<file path="src/rtl/rx_frame_pkg.sv">
// Shared types and constants for the received-frame loader: parser states,
// default sync bytes and the checksum width/accumulate helper.
package rx_frame_pkg;

  typedef enum logic [2:0] {
    S_IDLE = 3'd0,
    S_SYNC = 3'd1,
    S_WID  = 3'd2,
    S_HGT  = 3'd3,
    S_PIX  = 3'd4,
    S_CHK  = 3'd5
  } state_t;

  localparam logic [7:0] SYNC0_DEFAULT = 8'hA5;
  localparam logic [7:0] SYNC1_DEFAULT = 8'h5A;
  localparam int         CHK_W         = 8;

  // Modulo-2^CHK_W running sum of frame bytes.
  function automatic logic [CHK_W-1:0] chk_add(input logic [CHK_W-1:0] sum,
                                               input logic [7:0]       data);
    return sum + data;
  endfunction

endpackage

</file>
<file path="src/rtl/rx_frame_loader_if.sv">
// Byte stream from the UART receiver plus the RAM write port of the loader.
// master = loader side, slave = receiver/RAM side.
interface rx_frame_loader_if #(
  parameter int ADDR_W = 16
);
  logic [7:0]        rx_byte;
  logic              rx_done;
  logic [ADDR_W-1:0] ram_addr;
  logic [7:0]        ram_din;
  logic              write;

  modport master (input rx_byte, rx_done, output ram_addr, ram_din, write);
  modport slave  (output rx_byte, rx_done, input ram_addr, ram_din, write);
endinterface

</file>
<file path="src/rtl/rx_timeout_ctr.sv">
// Idle-cycle counter: counts enabled cycles since the last clear and flags
// the cycle in which LIMIT idle cycles have elapsed.
module rx_timeout_ctr #(
  parameter int LIMIT = 500000
) (
  input  logic clk,
  input  logic reset,
  input  logic clear,
  input  logic enable,
  output logic expire
);

  localparam int                CNT_W = $clog2(LIMIT + 1);
  localparam logic [CNT_W-1:0]  LAST  = CNT_W'(LIMIT - 1);
  localparam logic [CNT_W-1:0]  ONE   = {{(CNT_W-1){1'b0}}, 1'b1};

  logic [CNT_W-1:0] count_q, count_d;

  // Next count: clear wins over counting.
  always_comb begin
    count_d = count_q;
    if (clear) begin
      count_d = {CNT_W{1'b0}};
    end else if (enable) begin
      count_d = count_q + ONE;
    end else begin
      count_d = count_q;
    end
  end

  // Count register.
  always_ff @(posedge clk) begin
    if (reset) begin
      count_q <= {CNT_W{1'b0}};
    end else begin
      count_q <= count_d;
    end
  end

  assign expire = enable && !clear && (count_q == LAST);

endmodule

</file>
<file path="src/rtl/rx_frame_loader.sv">
// Parses SYNC0 SYNC1 W H pixels CHK frames from the UART byte stream, writes
// the pixels to RAM from BASE_ADDR and pulses frame_done / frame_err.
module rx_frame_loader
  import rx_frame_pkg::*;
#(
  parameter int                ADDR_W         = 16,
  parameter logic [ADDR_W-1:0] BASE_ADDR      = {ADDR_W{1'b0}},
  parameter logic [7:0]        SYNC0          = SYNC0_DEFAULT,
  parameter logic [7:0]        SYNC1          = SYNC1_DEFAULT,
  parameter int                TIMEOUT_CYCLES = 500000
) (
  input  logic               clk,
  input  logic               reset,
  rx_frame_loader_if.master  bus,
  output logic [7:0]         width,
  output logic [7:0]         height,
  output logic               busy,
  output logic               frame_done,
  output logic               frame_err
);

  localparam logic [ADDR_W-1:0] ADDR_ONE = {{(ADDR_W-1){1'b0}}, 1'b1};

  state_t            state_q, state_d;
  logic [ADDR_W-1:0] ram_addr_q, ram_addr_d;
  logic [7:0]        ram_din_q, ram_din_d;
  logic              write_q, write_d;
  logic [7:0]        width_q, width_d;
  logic [7:0]        height_q, height_d;
  logic              busy_q, busy_d;
  logic              done_q, done_d;
  logic              err_q, err_d;
  logic [CHK_W-1:0]  sum_q, sum_d;
  logic [15:0]       remaining_q, remaining_d;
  logic [ADDR_W-1:0] index_q, index_d;
  logic [15:0]       area_s;
  logic              tmo_expire_s;

  // Pixel count for the frame: latched width times the height byte in flight.
  assign area_s = {8'h00, width_q} * {8'h00, bus.rx_byte};

  rx_timeout_ctr #(
    .LIMIT (TIMEOUT_CYCLES)
  ) u_timeout (
    .clk    (clk),
    .reset  (reset),
    .clear  (bus.rx_done || (state_q == S_IDLE)),
    .enable (state_q != S_IDLE),
    .expire (tmo_expire_s)
  );

  // Parser next-state and registered-output computation.
  always_comb begin
    state_d     = state_q;
    ram_addr_d  = ram_addr_q;
    ram_din_d   = ram_din_q;
    write_d     = 1'b0;
    width_d     = width_q;
    height_d    = height_q;
    done_d      = 1'b0;
    err_d       = 1'b0;
    sum_d       = sum_q;
    remaining_d = remaining_q;
    index_d     = index_q;
    // A byte arriving in the expiry cycle takes priority over the timeout.
    if (bus.rx_done) begin
      case (state_q)
        S_IDLE: begin
          if (bus.rx_byte == SYNC0) state_d = S_SYNC;
          else                      state_d = S_IDLE;
        end
        S_SYNC: begin
          if (bus.rx_byte == SYNC1)      state_d = S_WID;
          else if (bus.rx_byte == SYNC0) state_d = S_SYNC;
          else                           state_d = S_IDLE;
        end
        S_WID: begin
          width_d = bus.rx_byte;
          sum_d   = bus.rx_byte;
          state_d = S_HGT;
        end
        S_HGT: begin
          height_d = bus.rx_byte;
          sum_d    = chk_add(sum_q, bus.rx_byte);
          if ((width_q == 8'h00) || (bus.rx_byte == 8'h00)) begin
            err_d   = 1'b1;
            state_d = S_IDLE;
          end else begin
            remaining_d = area_s;
            index_d     = {ADDR_W{1'b0}};
            state_d     = S_PIX;
          end
        end
        S_PIX: begin
          write_d     = 1'b1;
          ram_addr_d  = BASE_ADDR + index_q;
          ram_din_d   = bus.rx_byte;
          sum_d       = chk_add(sum_q, bus.rx_byte);
          index_d     = index_q + ADDR_ONE;
          remaining_d = remaining_q - 16'd1;
          if (remaining_q == 16'd1) state_d = S_CHK;
          else                      state_d = S_PIX;
        end
        S_CHK: begin
          if (bus.rx_byte == sum_q) done_d = 1'b1;
          else                      err_d  = 1'b1;
          state_d = S_IDLE;
        end
        default: state_d = S_IDLE;
      endcase
    end else if (tmo_expire_s) begin
      err_d   = 1'b1;
      state_d = S_IDLE;
    end else begin
      state_d = state_q;
    end
    busy_d = (state_d != S_IDLE);
  end

  // State and output registers.
  always_ff @(posedge clk) begin
    if (reset) begin
      state_q     <= S_IDLE;
      ram_addr_q  <= BASE_ADDR;
      ram_din_q   <= 8'h00;
      write_q     <= 1'b0;
      width_q     <= 8'h00;
      height_q    <= 8'h00;
      busy_q      <= 1'b0;
      done_q      <= 1'b0;
      err_q       <= 1'b0;
      sum_q       <= {CHK_W{1'b0}};
      remaining_q <= 16'h0000;
      index_q     <= {ADDR_W{1'b0}};
    end else begin
      state_q     <= state_d;
      ram_addr_q  <= ram_addr_d;
      ram_din_q   <= ram_din_d;
      write_q     <= write_d;
      width_q     <= width_d;
      height_q    <= height_d;
      busy_q      <= busy_d;
      done_q      <= done_d;
      err_q       <= err_d;
      sum_q       <= sum_d;
      remaining_q <= remaining_d;
      index_q     <= index_d;
    end
  end

  assign bus.ram_addr = ram_addr_q;
  assign bus.ram_din  = ram_din_q;
  assign bus.write    = write_q;
  assign width        = width_q;
  assign height       = height_q;
  assign busy         = busy_q;
  assign frame_done   = done_q;
  assign frame_err    = err_q;

endmodule

</file>
<file path="src/flat_wrapper.sv">
// flat-port wrapper written by rule: the top's interface ports become plain ports
module rx_frame_loader_flat import rx_frame_pkg::*;
#(
  parameter int                ADDR_W         = 16,
  parameter logic [ADDR_W-1:0] BASE_ADDR      = {ADDR_W{1'b0}},
  parameter logic [7:0]        SYNC0          = SYNC0_DEFAULT,
  parameter logic [7:0]        SYNC1          = SYNC1_DEFAULT,
  parameter int                TIMEOUT_CYCLES = 500000
)
  (clk, reset, width, height, busy, frame_done, frame_err, bus_rx_byte, bus_rx_done, bus_ram_addr, bus_ram_din, bus_write);
  rx_frame_loader_if #(.ADDR_W(ADDR_W)) bus_i ();
  input  logic clk;
  input  logic reset;
  output logic [7:0] width;
  output logic [7:0] height;
  output logic busy;
  output logic frame_done;
  output logic frame_err;
  input wire logic [$bits(bus_i.rx_byte)-1:0] bus_rx_byte;
  input wire logic [$bits(bus_i.rx_done)-1:0] bus_rx_done;
  output wire logic [$bits(bus_i.ram_addr)-1:0] bus_ram_addr;
  output wire logic [$bits(bus_i.ram_din)-1:0] bus_ram_din;
  output wire logic [$bits(bus_i.write)-1:0] bus_write;
  assign bus_i.rx_byte = bus_rx_byte;
  assign bus_i.rx_done = bus_rx_done;
  assign bus_ram_addr = bus_i.ram_addr;
  assign bus_ram_din = bus_i.ram_din;
  assign bus_write = bus_i.write;
  rx_frame_loader #(.ADDR_W(ADDR_W), .BASE_ADDR(BASE_ADDR), .SYNC0(SYNC0), .SYNC1(SYNC1), .TIMEOUT_CYCLES(TIMEOUT_CYCLES)) u_core (.clk(clk), .reset(reset), .bus(bus_i), .width(width), .height(height), .busy(busy), .frame_done(frame_done), .frame_err(frame_err));
endmodule
</file>
<file path="config.mk">
export PLATFORM = sky130hd
export DESIGN_NAME = rx_frame_loader_flat
export DESIGN_NICKNAME = d
export VERILOG_FILES = /design/src/rtl/rx_frame_pkg.sv /design/src/rtl/rx_frame_loader_if.sv /design/src/rtl/rx_timeout_ctr.sv /design/src/rtl/rx_frame_loader.sv /design/src/flat_wrapper.sv
export SDC_FILE = /design/constraint.sdc
export NUM_CORES = 1
export LEC_CHECK = 0
export ABC_AREA = 0
export BUFFER_PORTS_ARGS = -buffer_cell sky130_fd_sc_hd__buf_2
export CAP_MARGIN = 20
export CORE_MARGIN = 3
export CORE_UTILIZATION = 47
export DETAILED_ROUTE_END_ITERATION = 8
export GPL_ROUTABILITY_DRIVEN = 0
export GPL_TIMING_DRIVEN = 0
export PLACE_DENSITY = 0.64
export SYNTH_ARGS = -nofsm -noshare
export SYNTH_HDL_FRONTEND = slang
export SYNTH_SLANG_ARGS = --single-unit
</file>
<file path="constraint.sdc">
create_clock -name clk -period 5.9 [get_ports clk]
set_clock_uncertainty 0.05 [all_clocks]
set_input_delay 1.18 -clock clk [delete_from_list [all_inputs] [get_ports clk]]
set_output_delay 1.18 -clock clk [all_outputs]
set_load 0.05 [all_outputs]
</file>
==> summary.md, run 1 <==
| Metric | Value |
|---|---|
| Number of instances in the placed design | `1115` |
| Area of the multi-input gates | `approximately 4600 um^2` |
| Ratio of final minimum period to clock period | `0.955` |
| Synthesized-area fraction occupied by and/or/nand/nor cells | `0.256` |
| Via Count | `6241` |
| Library cells used by synthesis | `61` |
| CP arrival | `slightly below 6 ns` |
| Cell with the most instances on the worst path | `fa_1` |
| Worst setup startpoint | `bus_rx_byte[5]` |
| Final HPWL DP | `~13000 um` |
| Die area | `between 15000 and 20000 um^2` |
| Cell count of the worst reg-to-reg path | `16` |
| EDFF count, synth | `0` |
| Via count of the first global-routing pass | `5941` |
| Peak clock frequency supported by timing | `roughly 180 MHz` |
| Post-CTS Repair Setup Buffers | `0` |
| Post-Synth XOR/XNOR Area | `0.0480` |
| Start of the worst register-to-register path | `u_core.width[0]` |
| Min cycle time layout | `between 5 and 6 ns` |
| Max Slew Vio Count | `0` |
| Die width | `~130 um` |
| Syn_area_per_cell | `between 8 and 9 um^2` |
| Number of design rule violations left after detail routing | `0` |
| Die Y | `about 130 um` |
| Cell with the biggest individual delay on the critical path | `fa_1` |
| Ports placed on the boundary | `55` |
| Core Region | `around 15000 um^2` |
| Wire length of the first global-routing pass | `29600 um` |
| CTS root buffer | `clkbuf_16` |
| Number of H-tree levels | `3` |
| Wire length after detailed routing | `approximately 18000 um` |
| Number of hold violations in the final report | `0` |
| Setup crit start kind | `input pin` |
| Met1 Usage GRT | `0.323` |
| Worst hold margin | `0.401 ns` |
| Area taken by flip-flops and latches | `roughly 2100 um^2` |
| Grt ovf | `0` |
| Most numerous cell in the Yosys netlist | `nand2_1` |
| Maximum count of clock buffers along a single path | `2` |
| Worst Hold Path Cells | `1` |
| Multiplexer fraction of the synthesized cell area | `0.00282` |
| Share of layout cells above drive strength 1 | `0.0930` |
| Total of hold buffers inserted after clock tree synthesis | `0` |
| Quantity of I/O buffers inserted on ports | `53` |
| Wire length per cell | `~16 um` |
| Layout area overhead | `11.2%` |
| Startpoint of the worst hold path | `u_core.u_timeout.count_q[0]` |
| # nets final | `slightly above 1000` |
| Max-capacitance violation count | `0` |
| 1st-pass router iterations | `4` |
| Setup repair after global routing missed its margin | `no` |
| Required time worst endpoint | `between 6 and 7 ns` |
| Complex-gate fraction of the synthesized area | `0.146` |
| Antenna Cells | `0` |
| Number of sinks driven by the clock tree | `106` |
| Maximum number of pins on one net before global-route repair | `22` |
| Arithmetic-cell share of the synthesized area counting full adders, half adders and majority gates | `0.187` |
| Dominant combinational cell family by area after synthesis | `simple AND/OR/NAND/NOR gates` |
| Via density per instance | `about 5.5` |
| Clock latency of the later-clocked register in the worst-skew pair | `between 0.3 and 0.4 ns` |
| Share of synthesized registers carrying an async set or reset | `0` |
| Number of register bits inferred by synthesis | `~110` |
| Final cell count without fillers | `about 1100` |
| CP Cell Sequence | `buf_2 > clkbuf_1 > and2_1 > fa_1 > fa_1 > fa_1 > inv_1 > fa_1 > inv_1 > ha_1 > clkbuf_1 > a21oi_1 > nand2_1 > o21ai_0 > a31oi_1 > xnor2_1 > o22ai_1` |
| Global route hottest layer | `met2` |
| Global routing met3 resource utilization | `0.0345` |
| Nature of the critical path endpoint | `flop` |
| Initial antenna violation count | `1` |
| Most instantiated cells after synthesis | `133 x nand2_1, 106 x dfxtp_1, 71 x nor2_1` |
| Total power per unit cell area | `roughly 170 nW/um^2` |
| Filler Cells Inserted | `1448` |
| Number of buffers added by the clock tree synthesis step | `9` |
| Number of setup violations in the final report | `0` |
| Post-synthesis sequential area ratio | `0.298` |
| Normalized max-slew margin | `0.523` |
| Worst path max stage delay | `around 0.55 ns` |
| Leakage component of the power | `0.00334 uW` |
| Clock transition time at the flip-flop clock pins of the worst setup and hold paths | `around 0.08 ns` |
| Antenna viol nets, final | `0` |
| Synth area leader | `dfxtp_1` |
| IR drop worst, VDD | `0.135 mV` |
| Synthesized net count | `973` |
| DRT iter0 DRCs | `378` |
| Number of cells produced by synthesis | `878` |
| Synth warnings | `0` |
| Crit path max fanout | `10` |
| Actual slew at the worst max-slew pin | `~0.72 ns` |
| Global-route usage over all layers | `0.221` |
| Post-synth top area share | `0.298` |
| CTS tree | `built` |
| GR Layer Usage met2 | `0.340` |
| Starting density of the core | `0.486` |
| Final standard cell utilization of the core | `0.540` |
| Predominant post-synthesis flop cell | `dfxtp_1` |
| Leading cell types by total area after synthesis | `dfxtp_1 30%, fa_1 10%, ha_1 8.3%, nand2_1 7.0%, a21oi_1 4.9%` |
| Cell Area, Synth | `between 7000 and 8000 um^2` |
| Placement row count | `between 40 and 50` |
| Type of the worst setup path | `input pin to flop` |
| Run status | `finished, final reports clean` |
| Hold/Removal Path Class | `flop to flop` |
-- layout by cell type, fill, tap and decap left out, drive strengths merged, types with 3 or more instances in the layout --
cell / netlist / final
nand2: 133 / 133
dfxtp: 106 / 106
nor2: 71 / 71
a21oi: 69 / 69
buf: 12 / 65
inv: 59 / 63
and2: 53 / 53
ha: 47 / 47
clkbuf: 37 / 45
fa: 37 / 37
o21ai: 35 / 35
nand3: 23 / 23
nor3: 21 / 21
xnor2: 20 / 20
xor2: 19 / 19
a211oi: 13 / 13
nor4: 11 / 11
nand4: 10 / 10
nor2b: 10 / 10
a31oi: 9 / 9
and3: 8 / 8
o22ai: 7 / 7
nor3b: 6 / 6
or3: 5 / 5
a21o: 5 / 5
and4: 4 / 4
o21a: 4 / 4
o21bai: 4 / 4
a22oi: 4 / 4
nand2b: 3 / 3
o31a: 3 / 3
and4b: 3 / 3
clkinv: 0 / 3
-- state kept, by name (all words and copies together) (netlist names) --
| name | cells |
|---|---|
| u_core.bus.ram_din | 8 |
| u_core.width | 8 |
| u_core.sum_q | 8 |
| u_core.state_q | 3 |
| u_core.remaining_q | 16 |
| u_core.frame_err | 1 |
| u_core.bus.write | 1 |
| u_core.busy | 1 |
| u_core.bus.ram_addr | 16 |
| u_core.height | 8 |
| u_core.index_q | 16 |
| u_core.u_timeout.count_q | 19 |
| u_core.frame_done | 1 |
-- layout make-up --
type	count	share of cell area
timing repair buffer	53	0.0335
clock inverter	7	0.00997
inverter	59	0.0280
sequential	106	0.268
buffer	48	0.0266
clock buffer	9	0.0285
multi-input combinational	664	0.576
tap	184	0.0291
-- stage by stage --
stage          cell area, um^2  worst slack (ns)  setup TNS, ns  total power, uW
6_report                  7910             0.264              0             1370
5_1_grt                   7910            0.0289              0             1410
4_1_cts                   7910             0.287              0             1390
3_5_place_dp              7610           -0.0857         -0.170              780
3_3_place_gp              7610           -0.0506        -0.0781              779
2_1_floorplan             7110             0.782              0              756
-- final timing paths --
kind | slack [ns] | to
max | 0.26 | u_core.remaining_q[15]
min | 0.40 | u_core.u_timeout.count_q[0]
max reg2reg | 0.97 | u_core.remaining_q[15]
min reg2reg | 0.40 | u_core.u_timeout.count_q[0]
-- cell families after synthesis --
logic type,count (synthesis)
and+or+nand+nor,369
AOI/OAI and AO/OA,170
buffers and inverters,108
DFF,106
adders and majority gates,84
xor gates and xnor gates,39
muxes,2
-- timing repair --
action | in CTS | in global routing
setup endpoints to repair | 0 | 1
resized for setup | 0 | 0
hold endpoints to repair | 0 | 0
-- routing by layer --
layer | wire (um) | vias to the layer above | share of wire
met4 | 263 | 0 | 0.015
li1 | - | 3108 | -
met2 | 7750 | 142 | 0.44
met5 | 0 | - | 0
met1 | 8840 | 2968 | 0.50
met3 | 893 | 23 | 0.050
-- report_power, final --
part           switching [uW]  internal (uW)
combinational            38.5           10.4
clock                     307            302
sequential             0.0175            715
-- critical path, delay by kind of cell --
| family | cells | cell delay (ns) |
|---|---|---|
| buffers and inverters | 5 | 0.96 |
| and+or+nand+nor | 2 | 0.33 |
| xor gates and xnor gates | 1 | 0.28 |
| adders and majority gates | 5 | 2.13 |
| AOI/OAI and AO/OA | 4 | 0.91 |
(Power assumes the default switching activity.)
==> run 2, diff against run 1 <==
--- a/config.mk
+++ b/config.mk
@@ -6,7 +6,7 @@
 export NUM_CORES = 1
 export LEC_CHECK = 0
 export ABC_AREA = 0
-export BUFFER_PORTS_ARGS = -buffer_cell sky130_fd_sc_hd__buf_2
+export BUFFER_PORTS_ARGS = -buffer_cell sky130_fd_sc_hd__clkbuf_2
 export CAP_MARGIN = 20
 export CORE_MARGIN = 3
 export CORE_UTILIZATION = 47
==> summary.md, run 2 (synthesized netlist as in run 1, its figures left out) <==
| Metric | Value |
|---|---|
| Global-route usage over all layers | `0.226 (was 0.221)` |
| Number of hold violations in the final report | `0 (unchanged)` |
| Post-DP Area | `7610 um^2 (unchanged)` |
| Peak clock frequency supported by timing | `181 MHz (was 177 MHz)` |
| Number of buffers added by the clock tree synthesis step | `9 (unchanged)` |
| Die area | `16600 um^2 (unchanged)` |
| Max-capacitance violation count | `0 (unchanged)` |
| Antenna Cells | `0 (unchanged)` |
| Die width | `129 um (unchanged)` |
| Worst hold margin | `0.402 ns (was 0.401 ns)` |
| Clock transition time at the flip-flop clock pins of the worst setup and hold paths | `0.07 ns (was 0.08 ns)` |
| Setup repair after global routing missed its margin | `no (unchanged)` |
| Required time worst endpoint | `6.08 ns (was 6.07 ns)` |
| Die Y | `129 um (unchanged)` |
| Post-CTS Repair Setup Buffers | `0 (unchanged)` |
| Grt ovf | `0 (unchanged)` |
| Via Count | `6115 (was 6241)` |
| Clk network pwr share | `0.444 (about the same)` |
| CP arrival | `5.72 ns (was 5.81 ns)` |
| Maximum count of clock buffers along a single path | `2 (unchanged)` |
| Most frequent cells in the layout | `133 x nand2_1, 106 x dfxtp_1, 71 x nor2_1 (unchanged)` |
| Final cell area excluding filler cells | `7890 um^2 (was 7910 um^2)` |
| Quantity of I/O buffers inserted on ports | `53 (unchanged)` |
| Number of sinks driven by the clock tree | `106 (unchanged)` |
| Flip-flop count of the largest register, all copies and words added | `19 (unchanged)` |
| Wire length of the first global-routing pass | `30200 um (was 29600 um)` |
| Maximum number of pins on one net before global-route repair | `21 (was 22)` |
| Min cycle time layout | `5.54 ns (was 5.64 ns)` |
| Number of setup violations in the final report | `0 (unchanged)` |
| Type of the worst setup path | `input pin to flop (unchanged)` |
| Leading cell type in the layout, fill and taps excluded | `nand2_1 (unchanged)` |
| Wire length after detailed routing | `17800 um (was 17700 um)` |
| Via count of the first global-routing pass | `5965 (was 5941)` |
| Leakage component of the power | `0.00329 uW (was 0.00334 uW)` |
| Cell count of the worst reg-to-reg path | `16 (unchanged)` |
| Run status | `finished, final reports clean (unchanged)` |
| Setup crit start kind | `input pin (unchanged)` |
| Worst Hold Path Cells | `1 (unchanged)` |
| Max Slew Vio Count | `0 (unchanged)` |
| Cell internal pwr | `1020 uW (was 1030 uW)` |
| Share of layout cells above drive strength 1 | `0.0932 (was 0.0930)` |
| Sw power | `349 uW (was 345 uW)` |
| # nets final | `1034 (was 1036)` |
| Hold/Removal Path Class | `flop to flop (unchanged)` |
| Post-Place Worst Slack | `-0.0558 ns (was -0.0857 ns)` |
| Placement row count | `44 (unchanged)` |
| Switch share | `0.254 (was 0.251)` |
| Final HPWL DP | `13100 um (about the same)` |
| Number of design rule violations left after detail routing | `0 (unchanged)` |
| Comb pwr share | `0.035 (was 0.036)` |
| 1st-pass router iterations | `5 (was 4)` |
| Register name with the most flops | `u_core.u_timeout.count_q (unchanged)` |
| Number of H-tree levels | `3 (unchanged)` |
| Ports placed on the boundary | `55 (unchanged)` |
| Final setup slack of the worst path | `0.363 ns (was 0.264 ns)` |
| Via density per instance | `5.42 (was 5.52)` |
| IR drop worst, VDD | `0.141 mV (was 0.135 mV)` |
| Total power per unit cell area | `174 nW/um^2 (about the same)` |
| Layout area overhead | `11.0% (was 11.2%)` |
| CTS tree | `built (unchanged)` |
| Core Region | `14600 um^2 (unchanged)` |
| Filler Cells Inserted | `1410 (was 1448)` |
| Normalized max-slew margin | `0.563 (was 0.523)` |
| Power consumption | `1370 uW (about the same)` |
| Share of power burned in registers | `0.521 (about the same)` |
| Actual slew at the worst max-slew pin | `0.655 ns (was 0.715 ns)` |
| Ratio of final minimum period to clock period | `0.938 (was 0.955)` |
| Crit path max fanout | `10 (unchanged)` |
| CTS root buffer | `clkbuf_16 (unchanged)` |
| Initial antenna violation count | `0 (was 1)` |
| Nature of the critical path endpoint | `flop (unchanged)` |
| Clock latency of the later-clocked register in the worst-skew pair | `0.37 ns (was 0.36 ns)` |
| DRT iter0 DRCs | `450 (was 378)` |
| Starting density of the core | `0.486 (unchanged)` |
| Wire length per cell | `15.8 um (was 15.7 um)` |
| Antenna viol nets, final | `0 (unchanged)` |
[run 2: cell types whose count changed in the layout (fill, tap and decap cells not counted)]
cell / previous run / this run
clkinv_8: 2 / 1
inv_6: 3 / 0
inv_8: 1 / 2
clkbuf_1: 36 / 34
clkinvlp_4: 0 / 1
clkbuf_2: 0 / 53
buf_2: 59 / 6
clkinv_4: 1 / 3
[run 2: worst paths after layout]
kind / from / endpoint / slack [ns]
setup / recovery: bus_rx_byte[2] / u_core.remaining_q[15] / 0.36
hold reg to reg: u_core.u_timeout.count_q[0] / u_core.u_timeout.count_q[0] / 0.40
hold / removal: u_core.u_timeout.count_q[0] / u_core.u_timeout.count_q[0] / 0.40
setup reg to reg: u_core.width[0] / u_core.remaining_q[15] / 1.00
[run 2: area by class of cell]
| class | instances | area, um^2 | area share |
|---|---|---|---|
| timing repair buffer | 53 | 265 | 0.0336 |
| inverter | 59 | 221 | 0.0281 |
| tap | 184 | 230 | 0.0292 |
| multi-input combinational | 664 | 4550 | 0.577 |
| sequential | 106 | 2120 | 0.269 |
| buffer | 46 | 203 | 0.0257 |
| clock inverter | 7 | 72.6 | 0.00919 |
| clock buffer | 9 | 225 | 0.0285 |
[run 2: power by group through the flow]
stage	Combinational, uW	Clock, uW	Sequential [uW]
global placement	47.9	0	732
detailed placement	48.0	0	732
CTS	48.3	621	715
finish	47.9	609	715
floorplan	24.5	0	732
global route	51.9	643	715
[run 2: repair_timing]
item	4_1_cts	5_1_grt
resized for setup	0	0
setup endpoints to repair	0	2
hold buffers	0	0
[run 2: through the flow]
step / setup TNS (ns) / std cells / utilization
2_1_floorplan: 0 / 878 / -
3_3_place_gp: -0.105 / 1115 / 0.519
3_5_place_dp: -0.105 / 1115 / 0.519
4_1_cts: 0 / 1131 / 0.540
5_1_grt: 0 / 1128 / 0.539
6_report: 0 / 1128 / 0.539
[run 2: critical path, cell delays in order]
cell and delay, ns:
clkbuf_2 0.17, clkbuf_1 0.53, nand2_1 0.14, fa_1 0.48, fa_1 0.49, inv_1 0.06, fa_1 0.53, inv_1 0.05
fa_1 0.52, inv_1 0.04, ha_1 0.33, o21a_1 0.12, o31a_1 0.13, o21ai_0 0.39, a31oi_1 0.16, xnor2_1 0.28
o22ai_1 0.10
[run 2: metal layers]
layer,vias up,global-route usage,share of wire,wire [um]
li1,3098,-,-,-
met4,0,0.0581,0.018,328
met3,24,0.0457,0.052,919
met5,-,0,0,0
met1,2860,0.317,0.48,8620
met2,133,0.358,0.45,7940
